<file path="config.mk">
export PLATFORM = sky130hd
export DESIGN_NAME = hazard_control_unit_flat
export DESIGN_NICKNAME = d
export VERILOG_FILES = /design/src/rtl/hazard_control_unit_pkg.sv /design/src/rtl/hazard_control_unit_if.sv /design/src/rtl/hazard_control_unit_fwd_select.sv /design/src/rtl/hazard_control_unit.sv /design/src/flat_wrapper.sv
export SDC_FILE = /design/constraint.sdc
export NUM_CORES = 1
export LEC_CHECK = 0
export BUFFER_PORTS_ARGS = -buffer_cell sky130_fd_sc_hd__buf_2
export CORE_MARGIN = 4
export CORE_UTILIZATION = 40
export DETAILED_ROUTE_END_ITERATION = 12
export PLACE_DENSITY_LB_ADDON = 0.05
export SYNTH_ARGS = -nofsm -noshare
export SYNTH_HDL_FRONTEND = slang
export SYNTH_SLANG_ARGS = --single-unit
</file>
<file path="constraint.sdc">
create_clock -name clock -period 2.4 [get_ports clock]
set_input_delay 0.12 -clock clock [delete_from_list [all_inputs] [get_ports clock]]
set_output_delay 0.12 -clock clock [all_outputs]
set_load 0.005 [all_outputs]
</file>
<file path="src/rtl/hazard_control_unit_pkg.sv">
// Shared types and constants for the pipeline hazard/forwarding controller.
// Shadow slots mirror the register usage of the instructions in EX, MEM and WB.
package pipe_ctrl_pkg;

   localparam int REG_ADDR_W = 5;

   localparam logic [1:0] FWD_REG = 2'b00;
   localparam logic [1:0] FWD_MEM = 2'b10;
   localparam logic [1:0] FWD_WB  = 2'b01;

   typedef struct packed {
      logic                  valid;
      logic [REG_ADDR_W-1:0] rd;
      logic [REG_ADDR_W-1:0] rs1;
      logic [REG_ADDR_W-1:0] rs2;
      logic                  uses_rs1;
      logic                  uses_rs2;
      logic                  regwrite;
      logic                  memread;
   } slot_t;

   // x0 is hardwired to zero, so a write to it never produces a value worth forwarding.
   function automatic logic slot_writes(input slot_t s, input logic [REG_ADDR_W-1:0] r);
      return s.valid && s.regwrite && (s.rd == r) && (s.rd != '0);
   endfunction

endpackage

</file>
<file path="src/rtl/hazard_control_unit_if.sv">
// ID-stage instruction fields in, pipeline sequencing and forwarding controls out.
// The master side is the datapath; the slave side is the hazard controller.
interface hazard_control_unit_if #(
   parameter int CNT_W = 32
);
   import pipe_ctrl_pkg::*;

   logic                  id_valid;
   logic [REG_ADDR_W-1:0] id_rs1;
   logic [REG_ADDR_W-1:0] id_rs2;
   logic                  id_uses_rs1;
   logic                  id_uses_rs2;
   logic [REG_ADDR_W-1:0] id_rd;
   logic                  id_regwrite;
   logic                  id_memread;
   logic                  ex_branch_taken;

   logic                  pc_write_en;
   logic                  if_id_write_en;
   logic                  flush_if_id;
   logic                  id_ex_bubble;
   logic [1:0]            fwd_a;
   logic [1:0]            fwd_b;
   logic                  wb_bypass_rs1;
   logic                  wb_bypass_rs2;
   logic [CNT_W-1:0]      stall_count;
   logic [CNT_W-1:0]      flush_count;

   modport master (
      output id_valid, id_rs1, id_rs2, id_uses_rs1, id_uses_rs2,
             id_rd, id_regwrite, id_memread, ex_branch_taken,
      input  pc_write_en, if_id_write_en, flush_if_id, id_ex_bubble,
             fwd_a, fwd_b, wb_bypass_rs1, wb_bypass_rs2,
             stall_count, flush_count
   );

   modport slave (
      input  id_valid, id_rs1, id_rs2, id_uses_rs1, id_uses_rs2,
             id_rd, id_regwrite, id_memread, ex_branch_taken,
      output pc_write_en, if_id_write_en, flush_if_id, id_ex_bubble,
             fwd_a, fwd_b, wb_bypass_rs1, wb_bypass_rs2,
             stall_count, flush_count
   );

endinterface

</file>
<file path="src/rtl/hazard_control_unit_fwd_select.sv">
// ALU operand source select for one EX operand: the youngest in-flight writer
// of the register wins (MEM before WB), otherwise the register file value.
module fwd_select
   import pipe_ctrl_pkg::*;
(
   input  logic [REG_ADDR_W-1:0] rs,
   input  logic                  uses,
   input  slot_t                 mem_slot,
   input  slot_t                 wb_slot,
   output logic [1:0]            sel
);

   // Only the destination side of the older slots matters here.
   logic unused_fields;
   assign unused_fields = ^{mem_slot.rs1, mem_slot.rs2, mem_slot.uses_rs1, mem_slot.uses_rs2,
                            mem_slot.memread, wb_slot.rs1, wb_slot.rs2, wb_slot.uses_rs1,
                            wb_slot.uses_rs2, wb_slot.memread};

   always_comb begin
      sel = FWD_REG;
      if (uses) begin
         if (slot_writes(mem_slot, rs))
            sel = FWD_MEM;
         else if (slot_writes(wb_slot, rs))
            sel = FWD_WB;
      end
   end

endmodule

</file>
<file path="src/rtl/hazard_control_unit.sv">
// Pipeline sequencing controller: load-use stalls, taken-branch flushes, EX operand
// forwarding and ID-stage WB bypass, plus saturating stall/flush counters.
module hazard_control_unit #(
   parameter int REG_ADDR_W = 5,
   parameter int CNT_W      = 32
) (
   input  logic                 clock,
   input  logic                 reset,
   hazard_control_unit_if.slave bus
);
   import pipe_ctrl_pkg::slot_t;
   import pipe_ctrl_pkg::slot_writes;
   import pipe_ctrl_pkg::FWD_REG;

   localparam logic [REG_ADDR_W-1:0] X0 = '0;

   slot_t            slot_p0;   // EX
   slot_t            slot_p1;   // MEM
   slot_t            slot_p2;   // WB
   logic [CNT_W-1:0] stall_cnt;
   logic [CNT_W-1:0] flush_cnt;

   logic       load_use;
   logic       branch_hit;
   logic       stall_act;
   logic       flush_act;
   logic       bubble;
   logic [1:0] sel_a;
   logic [1:0] sel_b;

   function automatic logic [CNT_W-1:0] sat_inc(input logic [CNT_W-1:0] v);
      return (&v) ? v : v + 1'b1;
   endfunction

   always_comb begin
      load_use   = bus.id_valid && slot_p0.valid && slot_p0.memread && (slot_p0.rd != X0) &&
                   ((bus.id_uses_rs1 && (bus.id_rs1 == slot_p0.rd)) ||
                    (bus.id_uses_rs2 && (bus.id_rs2 == slot_p0.rd)));
      branch_hit = bus.ex_branch_taken && slot_p0.valid;
      // The branch discards the ID instruction, so any stall it would cause is moot.
      flush_act  = !reset && branch_hit;
      stall_act  = !reset && load_use && !branch_hit;
      bubble     = flush_act || stall_act;
   end

   fwd_select u_fwd_a (
      .rs       (slot_p0.rs1),
      .uses     (slot_p0.valid && slot_p0.uses_rs1),
      .mem_slot (slot_p1),
      .wb_slot  (slot_p2),
      .sel      (sel_a)
   );

   fwd_select u_fwd_b (
      .rs       (slot_p0.rs2),
      .uses     (slot_p0.valid && slot_p0.uses_rs2),
      .mem_slot (slot_p1),
      .wb_slot  (slot_p2),
      .sel      (sel_b)
   );

   assign bus.pc_write_en    = !stall_act;
   assign bus.if_id_write_en = !stall_act;
   assign bus.flush_if_id    = flush_act;
   assign bus.id_ex_bubble   = bubble;
   assign bus.fwd_a          = reset ? FWD_REG : sel_a;
   assign bus.fwd_b          = reset ? FWD_REG : sel_b;
   assign bus.wb_bypass_rs1  = !reset && bus.id_valid && bus.id_uses_rs1 && slot_writes(slot_p2, bus.id_rs1);
   assign bus.wb_bypass_rs2  = !reset && bus.id_valid && bus.id_uses_rs2 && slot_writes(slot_p2, bus.id_rs2);
   assign bus.stall_count    = reset ? '0 : stall_cnt;
   assign bus.flush_count    = reset ? '0 : flush_cnt;

   // ---- ID -> EX -> MEM -> WB shadow advance ----
   always_ff @(posedge clock) begin
      if (reset) begin
         slot_p0.valid <= 1'b0;
         slot_p1.valid <= 1'b0;
         slot_p2.valid <= 1'b0;
         stall_cnt     <= '0;
         flush_cnt     <= '0;
      end else begin
         slot_p2          <= slot_p1;
         slot_p1          <= slot_p0;
         slot_p0.valid    <= bus.id_valid && !bubble;
         slot_p0.rd       <= bus.id_rd;
         slot_p0.rs1      <= bus.id_rs1;
         slot_p0.rs2      <= bus.id_rs2;
         slot_p0.uses_rs1 <= bus.id_uses_rs1;
         slot_p0.uses_rs2 <= bus.id_uses_rs2;
         slot_p0.regwrite <= bus.id_regwrite;
         slot_p0.memread  <= bus.id_memread;
         if (stall_act)
            stall_cnt <= sat_inc(stall_cnt);
         if (flush_act)
            flush_cnt <= sat_inc(flush_cnt);
      end
   end

endmodule

</file>
<file path="src/flat_wrapper.sv">
// flat-port wrapper written by rule: the top's interface ports become plain ports
module hazard_control_unit_flat import pipe_ctrl_pkg::slot_t; import pipe_ctrl_pkg::slot_writes; import pipe_ctrl_pkg::FWD_REG;
#(
   parameter int REG_ADDR_W = 5,
   parameter int CNT_W      = 32
)
  (clock, reset, bus_id_valid, bus_id_rs1, bus_id_rs2, bus_id_uses_rs1, bus_id_uses_rs2, bus_id_rd, bus_id_regwrite, bus_id_memread, bus_ex_branch_taken, bus_pc_write_en, bus_if_id_write_en, bus_flush_if_id, bus_id_ex_bubble, bus_fwd_a, bus_fwd_b, bus_wb_bypass_rs1, bus_wb_bypass_rs2, bus_stall_count, bus_flush_count);
  hazard_control_unit_if #(.CNT_W(CNT_W)) bus_i ();
  input  logic clock;
  input  logic reset;
  input wire logic [$bits(bus_i.id_valid)-1:0] bus_id_valid;
  input wire logic [$bits(bus_i.id_rs1)-1:0] bus_id_rs1;
  input wire logic [$bits(bus_i.id_rs2)-1:0] bus_id_rs2;
  input wire logic [$bits(bus_i.id_uses_rs1)-1:0] bus_id_uses_rs1;
  input wire logic [$bits(bus_i.id_uses_rs2)-1:0] bus_id_uses_rs2;
  input wire logic [$bits(bus_i.id_rd)-1:0] bus_id_rd;
  input wire logic [$bits(bus_i.id_regwrite)-1:0] bus_id_regwrite;
  input wire logic [$bits(bus_i.id_memread)-1:0] bus_id_memread;
  input wire logic [$bits(bus_i.ex_branch_taken)-1:0] bus_ex_branch_taken;
  output wire logic [$bits(bus_i.pc_write_en)-1:0] bus_pc_write_en;
  output wire logic [$bits(bus_i.if_id_write_en)-1:0] bus_if_id_write_en;
  output wire logic [$bits(bus_i.flush_if_id)-1:0] bus_flush_if_id;
  output wire logic [$bits(bus_i.id_ex_bubble)-1:0] bus_id_ex_bubble;
  output wire logic [$bits(bus_i.fwd_a)-1:0] bus_fwd_a;
  output wire logic [$bits(bus_i.fwd_b)-1:0] bus_fwd_b;
  output wire logic [$bits(bus_i.wb_bypass_rs1)-1:0] bus_wb_bypass_rs1;
  output wire logic [$bits(bus_i.wb_bypass_rs2)-1:0] bus_wb_bypass_rs2;
  output wire logic [$bits(bus_i.stall_count)-1:0] bus_stall_count;
  output wire logic [$bits(bus_i.flush_count)-1:0] bus_flush_count;
  assign bus_i.id_valid = bus_id_valid;
  assign bus_i.id_rs1 = bus_id_rs1;
  assign bus_i.id_rs2 = bus_id_rs2;
  assign bus_i.id_uses_rs1 = bus_id_uses_rs1;
  assign bus_i.id_uses_rs2 = bus_id_uses_rs2;
  assign bus_i.id_rd = bus_id_rd;
  assign bus_i.id_regwrite = bus_id_regwrite;
  assign bus_i.id_memread = bus_id_memread;
  assign bus_i.ex_branch_taken = bus_ex_branch_taken;
  assign bus_pc_write_en = bus_i.pc_write_en;
  assign bus_if_id_write_en = bus_i.if_id_write_en;
  assign bus_flush_if_id = bus_i.flush_if_id;
  assign bus_id_ex_bubble = bus_i.id_ex_bubble;
  assign bus_fwd_a = bus_i.fwd_a;
  assign bus_fwd_b = bus_i.fwd_b;
  assign bus_wb_bypass_rs1 = bus_i.wb_bypass_rs1;
  assign bus_wb_bypass_rs2 = bus_i.wb_bypass_rs2;
  assign bus_stall_count = bus_i.stall_count;
  assign bus_flush_count = bus_i.flush_count;
  hazard_control_unit #(.REG_ADDR_W(REG_ADDR_W), .CNT_W(CNT_W)) u_core (.clock(clock), .reset(reset), .bus(bus_i));
endmodule
</file>
==> impl_metrics.tcl <==
set metrics [dict create \
    dp_hpwl_um 9781 \
    worst_slew_pin_slew_ns 0.6186 \
    clk_latency_ns 0.34 \
    ys.flop_type "dfxtp_1" \
    clockBufferDepth 2 \
    area_growth_pct 23.49 \
    worstPathArrival_ns 2.58 \
    setup_viol 0 \
    power_density_mw_per_mm2 551.2 \
    drc 0 \
    slowest_delay_ns 0.60 \
    grt_pass1_vias 4194 \
    utilization 0.5060 \
    crit_top_cell "nand3_1" \
    synth_top_area_cell "dfxtp_1" \
    antenna_found_initial 0 \
    yosys_warnings 0 \
    synth-seq-cells 98 \
    drive_gt1_frac 0.2430 \
    place_inst 828 \
    synth_cell_types 52 \
    path_buf_inv 3 \
    grt_max_degree 66 \
    final_common_cell "buf_2" \
    hp-class "in -> reg" \
    cap_violations 0 \
    grtUsageTotal 0.1807 \
    initial_core_util 0.4098 \
    synth.top_cells.by_area "dfxtp_1, edfxtp_1, nor2b_1" \
    synthesis.area_mm2 0.005171 \
    num_rows 41 \
    ios 97 \
    endpoint_kind "flop" \
    grt_pass1_wl_um 21130 \
    coreArea_mm2 0.01262 \
    slowest_stage "dlygate4sd3_1" \
    grt_overflow 0 \
    cp_max_fo 23 \
    placed_cell_area_mm2 0.005938 \
    port_buffers 96 \
    critPathKind "in -> reg" \
    synth-edff-count 31 \
    hold_viol_final 0 \
    clock-sinks 98 \
    cp-start-kind "primary input" \
    numCtsBuffers 9 \
    hold_ws_ns 0.02576 \
    min_period_over_period 0.9781 \
    vdd_drop_max_v 0.0003846 \
    cp_top_family "simple AND/OR/NAND/NOR gates" \
    min_period_ns 2.347 \
    path_cells "buf_4 > dlygate4sd3_1 > nor2b_4 > nand3_1 > nor3_2 > nand3_1 > buf_12 > nor4_1 > mux2_2" \
    vias 4382 \
    syn_area_per_cell_um2 9.185 \
    p_total_uw 3520 \
    htree_levels 3 \
    wirelength_um 13340 \
    ant_nets 0 \
    crit_required_ns 2.63 \
    fp.dieH_um 121.7 \
    syn-instance-count 563 \
    fmax_mhz 426.0 \
    power.leakage_uw 0.002479 \
    post_drt_wl_per_cell_um 15.60 \
    synth_top_area_frac 0.2594 \
    design_area_mm2 0.006386 \
    gp_congestion 0.8294 \
    layout.nets 703 \
    drt_iter0_markers 363 \
    syn-num-nets 588 \
    slew_viol_final 0 \
    layout_common_cells "buf_2, nor2_1, dfxtp_1" \
    yosysSeqAreaShare 0.4394 \
    skew_ns 0.004593 \
    via_per_inst 5.125 \
    clk_pin_slew_ns 0.06 \
    cts_tree "built" \
    max-slew-margin-rel 0.5876 \
    root_buffer "clkbuf_16" \
    status "completed" \
    async_flop_share 0 \
    fp.dieArea_mm2 0.01481 \
    die_x_um 121.7 \
    dr.pass1.iters 4 \
    antennaDiodeCount 0 \
    finalNonFillerCells 855 \
]
==> cell usage after synthesis, types with 2 or more instances <==
master and n:
inv_1 7, a21oi_1 5, dfxtp_1 67, nand4_1 24
nor4b_1 2, ha_1 2, nor2_1 75, xnor2_1 40
buf_2 3, o211ai_1 2, and3_1 4, mux2_1 2
nand2_1 38, nand3_1 28, clkbuf_1 19, nor4_1 19
xor2_1 26, nor3_1 22, edfxtp_1 31, and4_1 12
nor3_2 2, and2_1 4, nor2b_1 60, mux2_2 20
or4_1 12, or3_1 3, o21ai_0 9
==> metrics by stage <==
| step | setup TNS [ns] | setup WS (ns) |
|---|---|---|
| 3_5_place_dp | 0 | 0.1226 |
| 5_1_grt | -0.1073 | -0.06061 |
| 2_1_floorplan | 0 | 0.3976 |
| 6_report | 0 | 0.05256 |
| 4_1_cts | 0 | 0.07841 |
| 3_3_place_gp | 0 | 0.1682 |
==> registers in the layout, indices dropped and copies added (netlist names) <==
register and flops:
u_core.slot_p0 20, u_core.stall_cnt 32, u_core.slot_p2 7, u_core.flush_cnt 32
u_core.slot_p1 7
==> path summary, 6_finish.rpt <==
| kind | depth (start not counted) | startpoint | to | slack, ns |
|---|---|---|---|---|
| max reg2reg | 7 | u_core.slot_p0[15]$_DFFE_PN_ | u_core.stall_cnt[15]$_SDFFE_PP0P_ | 0.18 |
| max | 9 | reset | u_core.stall_cnt[15]$_SDFFE_PP0P_ | 0.05 |
| min | 1 | bus_id_rs2[1] | u_core.slot_p0[5]$_DFFE_PN_ | 0.03 |
| min reg2reg | 0 | u_core.slot_p0[1]$_DFFE_PN_ | u_core.slot_p1[1]$_DFFE_PN_ | 0.43 |
==> per-layer routing <==
layer | GRT usage | wire [um] | vias up
met4 | 0.06723 | 239 | 0
met3 | 0.03528 | 663 | 18
li1 | - | - | 2216
met1 | 0.2453 | 6397 | 2050
met2 | 0.2867 | 6039 | 98
met5 | 0 | 0 | -
==> final cells by class <==
cell class | instances | area [um^2]
multi-input cells | 432 | 2785
flip-flops and latches | 98 | 2272
fillers | 1221 | 6233
repair buffers | 129 | 768.2
clock buffers | 10 | 229.0
well taps | 172 | 215.2
inverters | 8 | 35.03
clock inverters | 6 | 81.33
==> cells by family after synthesis <==
kind of cell | synth area share
AO/OA/AOI/OAI | 0.03751
AND/OR/NAND/NOR | 0.3288
XOR/XNOR | 0.1118
adder cells (fa/ha/maj) | 0.004838
flip-flops | 0.4394
buffers and inverters | 0.02783
multiplexers | 0.04984
==> report_power, final <==
group,total (uW),switching (uW),internal (uW)
combinational,193,105,88.0
clock,1520,616,907
sequential,1800,45.7,1760
total,3520,767,2750
==> timing repair <==
action                                  4_1_cts  5_1_grt
endpoints found under the hold margin        10        0
buffers inserted                              0        1
hold buffers                                 10        0
endpoints found under the setup margin        0        7
resized for setup                             0        5
Power figures use the tool's default switching activity.
